[config.mk]
export PLATFORM = sky130hd
export DESIGN_NAME = pwm_dt_multi
export DESIGN_NICKNAME = d
export VERILOG_FILES = /design/src/rtl/pwm_pkg.sv /design/src/rtl/pwm_dt_channel.sv /design/src/rtl/pwm_dt_multi.sv
export SDC_FILE = /design/constraint.sdc
export NUM_CORES = 1
export LEC_CHECK = 0
export CORE_MARGIN = 1.5
export CORE_UTILIZATION = 38
export DETAILED_ROUTE_END_ITERATION = 7
export GPL_TIMING_DRIVEN = 0
export SLEW_MARGIN = 25
export SYNTH_ARGS = -nofsm -noshare
export SYNTH_HDL_FRONTEND = slang
export SYNTH_SLANG_ARGS = --single-unit
export TNS_END_PERCENT = 20
[constraint.sdc]
create_clock -name clk -period 3.8 [get_ports clk]
set_input_delay 0.38 -clock clk [delete_from_list [all_inputs] [get_ports clk]]
set_output_delay 0.38 -clock clk [all_outputs]
set_load 0.1 [all_outputs]
[src/rtl/pwm_pkg.sv]
`timescale 1ns/1ps
`default_nettype none
// ----------------------------------------------------------------------------
// Module  : pwm_pkg
// Brief   : Shared channel state type and constant helpers for pwm_dt_multi.
// Revision: 1.0 - initial release
// ----------------------------------------------------------------------------
package pwm_pkg;

   typedef enum logic [1:0] {
      OFF  = 2'd0,
      DEAD = 2'd1,
      HI   = 2'd2,
      LO   = 2'd3
   } pwm_state_t;

   function automatic logic [31:0] all_ones(input int unsigned w);
      return (32'h1 << w) - 32'h1;
   endfunction

endpackage
`default_nettype wire

[src/rtl/pwm_dt_channel.sv]
`timescale 1ns/1ps
`default_nettype none
// ----------------------------------------------------------------------------
// Module  : pwm_dt_channel
// Brief   : One PWM channel: double-buffered duty, compare, dead-time FSM.
// Revision: 1.0 - initial release
// ----------------------------------------------------------------------------
module pwm_dt_channel
   import pwm_pkg::*;
#(
   parameter int WIDTH    = 11,
   parameter int DT_WIDTH = 6
) (
   input  logic                clk,
   input  logic                rst,
   input  logic                en_i,
   input  logic                load_i,
   input  logic                wrap_i,
   input  logic [WIDTH-1:0]    cnt_i,
   input  logic [WIDTH-1:0]    duty_i,
   input  logic [DT_WIDTH-1:0] dead_time_i,
   output logic                pwm_o,
   output logic                pwm_n_o
);

   localparam logic [WIDTH-1:0] c_DUTY_MAX = WIDTH'(all_ones(WIDTH));

   logic [WIDTH-1:0]    shadow_q;
   logic [WIDTH-1:0]    active_q;
   pwm_state_t          state_q, state_d;
   logic                target_q, target_d;
   logic [DT_WIDTH-1:0] dcnt_q, dcnt_d;
   logic                pwm_q, pwm_d;
   logic                pwm_n_q, pwm_n_d;
   logic                raw_on;
   logic                dt_zero;

   // A load on the wrap edge lands in shadow only; active takes the old shadow.
   always_ff @(posedge clk or posedge rst) begin
      if (rst) begin
         shadow_q <= '0;
         active_q <= '0;
      end else begin
         if (wrap_i) active_q <= shadow_q;
         if (load_i) shadow_q <= duty_i;
      end
   end

   assign raw_on  = (active_q == c_DUTY_MAX) || (active_q > cnt_i);
   assign dt_zero = (dead_time_i == '0);

   always_ff @(posedge clk or posedge rst) begin
      if (rst) begin
         state_q  <= OFF;
         target_q <= 1'b0;
         dcnt_q   <= '0;
         pwm_q    <= 1'b0;
         pwm_n_q  <= 1'b0;
      end else begin
         state_q  <= state_d;
         target_q <= target_d;
         dcnt_q   <= dcnt_d;
         pwm_q    <= pwm_d;
         pwm_n_q  <= pwm_n_d;
      end
   end

   always_comb begin
      state_d  = state_q;
      target_d = target_q;
      dcnt_d   = dcnt_q;
      if (!en_i) begin
         state_d = OFF;
      end else begin
         case (state_q)
            OFF: begin
               target_d = raw_on;
               dcnt_d   = dead_time_i;
               state_d  = dt_zero ? (raw_on ? HI : LO) : DEAD;
            end
            DEAD: begin
               if (raw_on != target_q) begin
                  target_d = raw_on;
                  dcnt_d   = dead_time_i;
                  if (dt_zero) state_d = raw_on ? HI : LO;
               end else if (dcnt_q <= DT_WIDTH'(1)) begin
                  // count reaches zero on this edge, so the dead window is exactly dead_time cycles
                  dcnt_d  = '0;
                  state_d = target_q ? HI : LO;
               end else begin
                  dcnt_d = dcnt_q - DT_WIDTH'(1);
               end
            end
            HI: begin
               if (!raw_on) begin
                  target_d = 1'b0;
                  dcnt_d   = dead_time_i;
                  state_d  = dt_zero ? LO : DEAD;
               end
            end
            LO: begin
               if (raw_on) begin
                  target_d = 1'b1;
                  dcnt_d   = dead_time_i;
                  state_d  = dt_zero ? HI : DEAD;
               end
            end
            default: state_d = OFF;
         endcase
      end
   end

   always_comb begin
      pwm_d   = (state_d == HI);
      pwm_n_d = (state_d == LO);
   end

   assign pwm_o   = pwm_q;
   assign pwm_n_o = pwm_n_q;

endmodule
`default_nettype wire

[src/rtl/pwm_dt_multi.sv]
`timescale 1ns/1ps
`default_nettype none
// ----------------------------------------------------------------------------
// Module  : pwm_dt_multi
// Brief   : Multi-channel PWM with shared period counter and dead-time pairs.
// Revision: 1.0 - initial release
// ----------------------------------------------------------------------------
module pwm_dt_multi
   import pwm_pkg::*;
#(
   parameter int WIDTH    = 11,
   parameter int NCH      = 2,
   parameter int DT_WIDTH = 6
) (
   input  logic                 clk,
   input  logic                 rst,
   input  logic                 en,
   input  logic                 load,
   input  logic [NCH*WIDTH-1:0] duty_in,
   input  logic [DT_WIDTH-1:0]  dead_time,
   output logic [NCH-1:0]       PWM_sig,
   output logic [NCH-1:0]       PWM_sig_n,
   output logic                 period_start
);

   localparam logic [WIDTH-1:0] c_CNT_MAX = WIDTH'(all_ones(WIDTH));

   logic [WIDTH-1:0] cnt_q, cnt_d;
   logic             period_start_q, period_start_d;
   logic             wrap;

   assign wrap = en && (cnt_q == c_CNT_MAX);

   always_comb begin
      cnt_d          = en ? (cnt_q + WIDTH'(1)) : '0;
      period_start_d = en && (cnt_d == '0);
   end

   always_ff @(posedge clk or posedge rst) begin
      if (rst) begin
         cnt_q          <= '0;
         period_start_q <= 1'b0;
      end else begin
         cnt_q          <= cnt_d;
         period_start_q <= period_start_d;
      end
   end

   assign period_start = period_start_q;

   for (genvar i = 0; i < NCH; i++) begin : g_ch
      pwm_dt_channel #(
         .WIDTH    (WIDTH),
         .DT_WIDTH (DT_WIDTH)
      ) u_ch (
         .clk         (clk),
         .rst         (rst),
         .en_i        (en),
         .load_i      (load),
         .wrap_i      (wrap),
         .cnt_i       (cnt_q),
         .duty_i      (duty_in[i*WIDTH +: WIDTH]),
         .dead_time_i (dead_time),
         .pwm_o       (PWM_sig[i]),
         .pwm_n_o     (PWM_sig_n[i])
      );
   end

endmodule
`default_nettype wire

==> results of run 1 <==
==> routing by layer <==
metal	wire, um	share of wire	GRT usage	vias to the layer above
li1	-	-	-	1515
met1	4020	0.47	0.207	1483
met2	4040	0.47	0.259	59
met3	326	0.038	0.0311	12
met4	135	0.016	0.0612	0
met5	0	0	0	-
==> cell type report <==
cell class | instances | area (um^2)
Fill cell | 1051 | 5780
Multi-Input combinational cell | 278 | 2170
Sequential cell | 78 | 1950
Timing Repair Buffer | 37 | 388
Clock buffer | 10 | 239
Tap cell | 140 | 175
Inverter | 23 | 88.8
Buffer | 14 | 80.1
Clock inverter | 6 | 68.8
==> worst paths after layout <==
kind	start	end	slack, ns	cells after the start
worst max register to register	cnt_q[2]	g_ch[0].u_ch.dcnt_q[5]	0.71	10
worst max-delay path	cnt_q[2]	g_ch[0].u_ch.dcnt_q[5]	0.71	10
max in group asynchronous	rst	g_ch[0].u_ch.shadow_q[9]	2.81	3
worst min register to register	g_ch[0].u_ch.shadow_q[0]	g_ch[0].u_ch.active_q[0]	0.48	2
min in group clk	g_ch[0].u_ch.shadow_q[0]	g_ch[0].u_ch.active_q[0]	0.48	2
worst min-delay path	rst	g_ch[1].u_ch.dcnt_q[2]	0.42	2
==> sequential cells by signal (all words and copies together) (netlist names) <==
name,count
cnt_q,11
g_ch.u_ch.active_q,22
period_start,1
g_ch.u_ch.pwm_n_o,2
g_ch.u_ch.state_q,4
g_ch.u_ch.dcnt_q,12
g_ch.u_ch.target_q,2
g_ch.u_ch.pwm_o,2
g_ch.u_ch.shadow_q,22
==> Yosys cell counts (3+ instances only) <==
cell type                  number  area, um^2
sky130_fd_sc_hd__a211oi_1       3        22.5
sky130_fd_sc_hd__a21oi_1       14        70.1
sky130_fd_sc_hd__a221oi_1       3        26.3
sky130_fd_sc_hd__a22o_1         4        35.0
sky130_fd_sc_hd__and2_1         4        25.0
sky130_fd_sc_hd__and3_1         6        37.5
sky130_fd_sc_hd__buf_2          4        20.0
sky130_fd_sc_hd__buf_4          4        30.0
sky130_fd_sc_hd__clkbuf_1       3        11.3
sky130_fd_sc_hd__dfrtp_1       78        1950
sky130_fd_sc_hd__ha_1          27         338
sky130_fd_sc_hd__inv_1         23        86.3
sky130_fd_sc_hd__mux2_2        45         507
sky130_fd_sc_hd__mux2i_1        4        40.0
sky130_fd_sc_hd__nand2_1       24        90.1
sky130_fd_sc_hd__nand2b_1       3        18.8
sky130_fd_sc_hd__nand3_1       14        70.1
sky130_fd_sc_hd__nand3b_1       3        22.5
sky130_fd_sc_hd__nand4_1        4        25.0
sky130_fd_sc_hd__nor2_1        19        71.3
sky130_fd_sc_hd__nor2b_1        3        18.8
sky130_fd_sc_hd__nor3_1        14        70.1
sky130_fd_sc_hd__nor3b_1        3        22.5
sky130_fd_sc_hd__nor4_1         6        37.5
sky130_fd_sc_hd__o21ai_0       17        85.1
sky130_fd_sc_hd__or3_1          7        43.8
sky130_fd_sc_hd__xnor2_1        8        70.1
==> cell usage in the layout, fill, tap and decap left out, types with 3 or more instances in the layout <==
master,synthesis,final
sky130_fd_sc_hd__mux2_2,45,45
sky130_fd_sc_hd__clkbuf_16,0,9
sky130_fd_sc_hd__xnor2_1,8,8
sky130_fd_sc_hd__nand2_1,24,24
sky130_fd_sc_hd__a22o_1,4,4
sky130_fd_sc_hd__buf_2,4,4
sky130_fd_sc_hd__a211oi_1,3,3
sky130_fd_sc_hd__ha_1,27,27
sky130_fd_sc_hd__or3_1,7,7
sky130_fd_sc_hd__clkdlybuf4s50_1,0,36
sky130_fd_sc_hd__nor2_1,19,19
sky130_fd_sc_hd__inv_1,23,22
sky130_fd_sc_hd__dfrtp_1,78,78
sky130_fd_sc_hd__a221oi_1,3,3
sky130_fd_sc_hd__and2_1,4,4
sky130_fd_sc_hd__o21ai_0,17,17
sky130_fd_sc_hd__a21oi_1,14,14
sky130_fd_sc_hd__nand2b_1,3,3
sky130_fd_sc_hd__mux2i_1,4,4
sky130_fd_sc_hd__nor3b_1,3,3
sky130_fd_sc_hd__nand3b_1,3,3
sky130_fd_sc_hd__clkbuf_1,3,3
sky130_fd_sc_hd__nand3_1,14,14
sky130_fd_sc_hd__nand4_1,4,4
sky130_fd_sc_hd__and3_1,6,6
sky130_fd_sc_hd__buf_4,4,4
sky130_fd_sc_hd__nor2b_1,3,3
sky130_fd_sc_hd__nor4_1,6,6
sky130_fd_sc_hd__nor3_1,14,14
==> critical path, stage by stage, from the launching register on <==
cell,delay [ns]
sky130_fd_sc_hd__dfrtp_1,0.47
sky130_fd_sc_hd__inv_1,0.11
sky130_fd_sc_hd__ha_1,0.34
sky130_fd_sc_hd__a21oi_1,0.16
sky130_fd_sc_hd__a211oi_1,0.09
sky130_fd_sc_hd__or4b_4,0.55
sky130_fd_sc_hd__a21oi_4,0.27
sky130_fd_sc_hd__mux2_4,0.36
sky130_fd_sc_hd__buf_6,0.15
sky130_fd_sc_hd__mux2_1,0.30
sky130_fd_sc_hd__a22o_1,0.17
==> cell families after synthesis <==
logic type,count (synthesis)
adder cells (fa/ha/maj),27
flip-flops,78
AND/OR/NAND/NOR,121
AO/OA/AOI/OAI,69
buffers and inverters,37
multiplexers,52
XOR/XNOR,9
==> power by group <==
part / internal (mW) / total, mW / leakage [nW] / switching (mW)
Sequential: 0.933 / 1.04 / 0.998 / 0.102
Clock: 0.531 / 0.871 / 0.149 / 0.340
Combinational: 0.288 / 0.602 / 1.17 / 0.313
Total: 1.75 / 2.51 / 2.31 / 0.756
==> through the flow <==
step	instances	cell area, um^2	total power [mW]	hold WS, ns	utilization
after CTS	586	5160	2.54	0.438	0.472
after detailed placement	570	4850	1.65	0.470	0.444
final	586	5160	2.51	0.422	0.472
after global placement	569	4820	1.63	0.470	0.441
after global routing	586	5160	2.66	0.463	0.472
after floorplan	393	4290	1.49	0.446	-
==> run_summary.xml, run 1 <==
<?xml version="1.0" encoding="UTF-8"?>
<metrics>
  <group name="setup_path">
    <metric name="crit_fanout" unit="">10</metric>
    <metric name="worst_ep_required_time" unit="ns">4.02</metric>
    <metric name="timing.critical_path.to_type" unit="">register</metric>
    <metric name="worst-setup-path-type" unit="">reg -&gt; reg</metric>
    <metric name="critPathArrivalTime" unit="ns">3.31</metric>
    <metric name="timing.critical_path.from_type" unit="">register</metric>
  </group>
  <group name="timing">
    <metric name="setup_viol_count_final" unit="">0</metric>
    <metric name="min_period_over_period" unit="">0.814</metric>
    <metric name="timing.slew.headroom" unit="">0.356</metric>
    <metric name="highest_clock_frequency_the_design_can_meet" unit="GHz">0.323</metric>
    <metric name="timing.final.max_slew_violations" unit="">0</metric>
    <metric name="setup_slack" unit="ns">0.706</metric>
    <metric name="max_slew.worst_pin.slew" unit="ns">0.963</metric>
    <metric name="unrepaired_setup_endpoints_after_global_routing" unit="">no</metric>
    <metric name="worst_clock_skew" unit="ns">0.00444</metric>
    <metric name="finalHoldViolCount" unit="">0</metric>
    <metric name="tns" unit="ns">0</metric>
    <metric name="finalWorstPathRequiredPeriod" unit="ns">3.09</metric>
  </group>
  <group name="yosys">
    <metric name="yosys.area_share.xor_xnor" unit="">0.0184</metric>
    <metric name="synth-async-reset-ratio" unit="">1.00</metric>
    <metric name="dominant_combinational_cell_family_by_area_after_synthesis" unit="">simple AND/OR/NAND/NOR gates</metric>
    <metric name="synth_edf_count" unit="">0</metric>
    <metric name="synth.mux.area_fraction" unit="">0.137</metric>
    <metric name="seq_area_frac_synth" unit="">0.455</metric>
    <metric name="yosys.area_share.simple" unit="">0.153</metric>
    <metric name="synth_nets" unit="">452</metric>
    <metric name="mappedNetlistArea" unit="um^2">4290</metric>
    <metric name="yosys_warnings" unit="">0</metric>
    <metric name="synth.distinct_cells" unit="">65</metric>
    <metric name="synth_compound_area_frac" unit="">0.119</metric>
    <metric name="syn_inst" unit="">393</metric>
    <metric name="synth_fa_ha_area_frac" unit="">0.0788</metric>
    <metric name="synth_ff_type" unit="">sky130_fd_sc_hd__dfrtp_1</metric>
    <metric name="ys_ff_latch" unit="">78</metric>
    <metric name="syn_area_cell" unit="um^2">10.9</metric>
  </group>
  <group name="drt">
    <metric name="wire_per_inst" unit="um">14.5</metric>
    <metric name="totalWireLength" unit="mm">8.52</metric>
    <metric name="antenna_left" unit="">0</metric>
    <metric name="drt_first_pass_iters" unit="">4</metric>
    <metric name="routed-via-count" unit="">3069</metric>
    <metric name="post_drt_via_cell_ratio" unit="">5.24</metric>
    <metric name="initialDrtViolationCount" unit="">103</metric>
    <metric name="drc" unit="">0</metric>
  </group>
  <group name="global_route">
    <metric name="final_global_route_overflow_total" unit="">0</metric>
    <metric name="grt_usage" unit="">0.159</metric>
    <metric name="largest_net_degree_at_the_start_of_global_routing" unit="">47</metric>
    <metric name="grt_pass1_wl" unit="mm">14.6</metric>
    <metric name="vias_in_the_first_global_route" unit="">3017</metric>
    <metric name="antenna_found_initial" unit="">0</metric>
  </group>
  <group name="floorplan">
    <metric name="fp.dieArea" unit="um^2">11900</metric>
    <metric name="die_height" unit="um">109</metric>
    <metric name="design.portCount" unit="">37</metric>
    <metric name="core_area" unit="um^2">10900</metric>
    <metric name="die_width" unit="um">109</metric>
    <metric name="fp-row-count" unit="">38</metric>
    <metric name="start_util" unit="">0.392</metric>
  </group>
  <group name="cts">
    <metric name="cts.root.buffer_cell" unit="">sky130_fd_sc_hd__clkbuf_16</metric>
    <metric name="cts_tree" unit="">done</metric>
    <metric name="clock_buffer_count_from_cts" unit="">9</metric>
    <metric name="clk-insertion-delay-late" unit="ns">0.33</metric>
    <metric name="clkSlewWorstSetupHoldPaths" unit="ns">0.06</metric>
    <metric name="post_cts.repair.setup_buffers" unit="">0</metric>
    <metric name="clk_path_buf_depth" unit="">2</metric>
    <metric name="cts-resized-gates" unit="">0</metric>
    <metric name="cts_max_level" unit="">3</metric>
    <metric name="clock_sinks" unit="">78</metric>
    <metric name="cts_hold_buffers" unit="">0</metric>
  </group>
  <group name="placed_design">
    <metric name="place.port_buffers" unit="">36</metric>
    <metric name="place.gp.congestion" unit="">0.836</metric>
    <metric name="setup_ws_pre_cts" unit="ns">0.753</metric>
    <metric name="place_hpwl" unit="mm">6.49</metric>
  </group>
  <group name="pwr">
    <metric name="max-vdd-ir-drop" unit="mV">0.205</metric>
    <metric name="total_leakage_power" unit="nW">2.31</metric>
    <metric name="powerDensity" unit="nW/um^2">486</metric>
  </group>
  <group name="cells_and_area">
    <metric name="synthToLayoutAreaGrowth" unit="%">20.4</metric>
    <metric name="antennaDiodeCount" unit="">0</metric>
    <metric name="final_layout_size_suffix_gt1_frac" unit="">0.200</metric>
    <metric name="nets" unit="">500</metric>
  </group>
  <group name="status">
    <metric name="outcome" unit="">finished, final reports clean</metric>
  </group>
  <group name="worst_hold_path">
    <metric name="timing.hold.worst.class" unit="">in -&gt; async</metric>
  </group>
  <group name="run">
    <metric name="cap_viol_max_count" unit="">0</metric>
  </group>
</metrics>
Note: power is estimated with default switching activity, not from simulation.
==> run 2, diff against run 1 <==
==> constraint.sdc (replaced) <==
create_clock -name clk -period 2.8 [get_ports clk]
set_input_delay 0.28 -clock clk [delete_from_list [all_inputs] [get_ports clk]]
set_output_delay 0.28 -clock clk [all_outputs]
set_load 0.1 [all_outputs]
==> run 2 against run 1 <==
  * Maximum frequency up 13%
  * Combinational power up 50%
  * Global-route usage up 0.45 points
  * Utilization up 2.7 points
  * First-iteration DRC count unchanged
  * Setup slack worse by 0.65 ns
  * Worst hold slack worse by 0.14 ns
  * Register-to-register slack worse by 0.65 ns
  * Clock skew up 0.0028 ns
  * Critical path depth down 1
  * Clock power up 39%
  * Critical endpoint is now g_ch[0].u_ch.dcnt_q[2]
==> run_summary.xml, run 2 (synthesis results as in run 1) <==
<?xml version="1.0" encoding="UTF-8"?>
<metrics>
  <group name="pwr">
    <metric name="total_leakage_power" unit="nW">2.44</metric>
    <metric name="powerDensity" unit="nW/um^2">645</metric>
    <metric name="report.power.total" unit="mW">3.52</metric>
    <metric name="max-vdd-ir-drop" unit="mV">0.519</metric>
  </group>
  <group name="cts">
    <metric name="clock_sinks" unit="">78</metric>
    <metric name="clock_buffer_count_from_cts" unit="">9</metric>
    <metric name="clk-insertion-delay-late" unit="ns">0.34</metric>
    <metric name="clk_path_buf_depth" unit="">2</metric>
    <metric name="cts.root.buffer_cell" unit="">sky130_fd_sc_hd__clkbuf_16</metric>
    <metric name="cts_max_level" unit="">3</metric>
    <metric name="cts_tree" unit="">done</metric>
    <metric name="clkSlewWorstSetupHoldPaths" unit="ns">0.06</metric>
  </group>
  <group name="global_route">
    <metric name="final_global_route_overflow_total" unit="">0</metric>
    <metric name="antenna_found_initial" unit="">0</metric>
    <metric name="largest_net_degree_at_the_start_of_global_routing" unit="">53</metric>
    <metric name="vias_in_the_first_global_route" unit="">3148</metric>
    <metric name="grt_usage" unit="">0.163</metric>
    <metric name="grt_pass1_wl" unit="mm">14.9</metric>
  </group>
  <group name="setup_path">
    <metric name="worst_ep_required_time" unit="ns">3.03</metric>
    <metric name="critical-path-max-stage-delay" unit="ns">0.52</metric>
    <metric name="worst-setup-path-type" unit="">reg -&gt; reg</metric>
    <metric name="crit_path_top_delay_cell" unit="">sky130_fd_sc_hd__or4b_4</metric>
    <metric name="timing.critical_path.to_type" unit="">register</metric>
    <metric name="critical_r2r_launch" unit="">cnt_q[9]</metric>
    <metric name="crit-reg2reg-capture" unit="">g_ch[0].u_ch.dcnt_q[2]</metric>
    <metric name="timing.critical_path.cells" unit="">inv_2 &gt; ha_4 &gt; a21o_1 &gt; a21oi_2 &gt; or4b_4 &gt; a21oi_4 &gt; mux2_4 &gt; mux2_2 &gt; a22o_1</metric>
    <metric name="crit_fanout" unit="">7</metric>
    <metric name="critPathArrivalTime" unit="ns">2.97</metric>
    <metric name="worst-path-buf-inv" unit="">1</metric>
    <metric name="rrSetupSlack" unit="ns">0.05</metric>
    <metric name="reg2reg_depth" unit="">9</metric>
    <metric name="timing.critical_path.from_type" unit="">register</metric>
    <metric name="crit_family" unit="">compound AO/OA/AOI/OAI gates</metric>
  </group>
  <group name="worst_hold_path">
    <metric name="timing.hold.worst.class" unit="">in -&gt; async</metric>
  </group>
  <group name="cells_and_area">
    <metric name="synthToLayoutAreaGrowth" unit="%">27.3</metric>
    <metric name="reg.largest.list" unit="">g_ch.u_ch.active_q (22), g_ch.u_ch.shadow_q (22), g_ch.u_ch.dcnt_q (12)</metric>
    <metric name="most-common-layout-cells" unit="">77 x sky130_fd_sc_hd__dfrtp_1, 45 x sky130_fd_sc_hd__mux2_2, 36 x sky130_fd_sc_hd__clkdlybuf4s50_1</metric>
    <metric name="final_cell_count_no_fill" unit="">601</metric>
    <metric name="nets" unit="">515</metric>
    <metric name="post-route-cell-area" unit="um^2">5460</metric>
    <metric name="final_layout_size_suffix_gt1_frac" unit="">0.280</metric>
    <metric name="antennaDiodeCount" unit="">0</metric>
    <metric name="finalCoreUtilization" unit="">0.499</metric>
    <metric name="mostFrequentLayoutCell" unit="">sky130_fd_sc_hd__dfrtp_1</metric>
  </group>
  <group name="drt">
    <metric name="drt_first_pass_iters" unit="">4</metric>
    <metric name="post_drt_via_cell_ratio" unit="">5.35</metric>
    <metric name="drc" unit="">0</metric>
    <metric name="routed-via-count" unit="">3216</metric>
    <metric name="antenna_left" unit="">0</metric>
    <metric name="totalWireLength" unit="mm">9.20</metric>
    <metric name="wire_per_inst" unit="um">15.3</metric>
    <metric name="initialDrtViolationCount" unit="">103</metric>
  </group>
  <group name="placed_design">
    <metric name="dpl_cell_area" unit="um^2">4850</metric>
    <metric name="place.gp.congestion" unit="">0.858</metric>
    <metric name="place.port_buffers" unit="">36</metric>
    <metric name="place.detailed.instances" unit="">570</metric>
    <metric name="place_hpwl" unit="mm">6.63</metric>
  </group>
  <group name="floorplan">
    <metric name="die_width" unit="um">109</metric>
    <metric name="design.portCount" unit="">37</metric>
    <metric name="die_height" unit="um">109</metric>
    <metric name="start_util" unit="">0.392</metric>
    <metric name="fp.dieArea" unit="um^2">11900</metric>
    <metric name="fp-row-count" unit="">38</metric>
    <metric name="core_area" unit="um^2">10900</metric>
  </group>
  <group name="timing">
    <metric name="finalWorstPathRequiredPeriod" unit="ns">2.75</metric>
    <metric name="timing.slew.headroom" unit="">0.355</metric>
    <metric name="timing.final.max_slew_violations" unit="">0</metric>
    <metric name="min_period_over_period" unit="">0.981</metric>
    <metric name="worst_clock_skew" unit="ns">0.00729</metric>
    <metric name="setup_viol_count_final" unit="">0</metric>
    <metric name="unrepaired_setup_endpoints_after_global_routing" unit="">yes</metric>
    <metric name="tns" unit="ns">0</metric>
    <metric name="max_slew.worst_pin.slew" unit="ns">0.964</metric>
    <metric name="highest_clock_frequency_the_design_can_meet" unit="GHz">0.364</metric>
    <metric name="finalHoldViolCount" unit="">0</metric>
  </group>
  <group name="run">
    <metric name="cap_viol_max_count" unit="">0</metric>
  </group>
  <group name="status">
    <metric name="outcome" unit="">finished, final reports clean</metric>
  </group>
</metrics>
[run 2: power by group]
group / total (mW) / internal [mW] / switching (mW)
clock: 1.21 / 0.721 / 0.484
combinational: 0.906 / 0.449 / 0.457
sequential: 1.41 / 1.27 / 0.139
[run 2: worst max path at each step]
stage                         from                   endpoint  slack [ns]  depth (start not counted)
after floorplan           cnt_q[2]     g_ch[0].u_ch.dcnt_q[5]       0.009                         10
after global placement         rst  g_ch[1].u_ch.shadow_q[10]       -0.81                          2
after detailed placement  cnt_q[2]     g_ch[0].u_ch.dcnt_q[5]       -0.24                         10
after CTS                 cnt_q[3]     g_ch[1].u_ch.dcnt_q[3]        0.02                         10
after global routing      cnt_q[4]     g_ch[1].u_ch.dcnt_q[3]       -0.05                         10
final                     cnt_q[9]     g_ch[0].u_ch.dcnt_q[2]        0.05                          9
[run 2: layout make-up]
cell class              instances  area (um^2)
clock inverters                 6         68.8
well taps                     140          175
plain buffers                  13         71.3
repair buffers                 52          531
clock buffers                  10          239
fillers                      1005         5480
flip-flops and latches         78         1950
multi-input cells             279         2320
inverters                      23         93.8
[run 2: per-stage QoR]
stage	setup WS [ns]	hold slack, ns
detailed placement	-0.241	0.482
global placement	-0.812	0.471
floorplan	0.00855	0.409
finish	0.0518	0.282
CTS	0.0243	0.300
global route	-0.0549	0.316
[run 2: layer usage]
metal  GRT usage  vias up  routed length (um)
met5           0        -                   0
met2       0.271       64                4570
met3      0.0442       15                 324
li1            -     1557                   -
met1       0.202     1580                4120
met4      0.0631        0                 176
[run 2: repair_timing]
action	4_1_cts	5_1_grt
gates cloned	0	2
setup buffers	6	8
setup endpoints to repair	13	14
hold buffers	0	0
resized for setup	10	23
pin swaps	4	13
==> run 3, diff against run 2 <==
--- a/config.mk
+++ b/config.mk
@@ -9,6 +9,7 @@
 export CORE_UTILIZATION = 38
 export DETAILED_ROUTE_END_ITERATION = 7
 export GPL_TIMING_DRIVEN = 0
+export SKIP_LAST_GASP = 1
 export SLEW_MARGIN = 25
 export SYNTH_ARGS = -nofsm -noshare
 export SYNTH_HDL_FRONTEND = slang
==> results of run 3 <==
Final layout, timing and power as in run 2 (identical DEF).
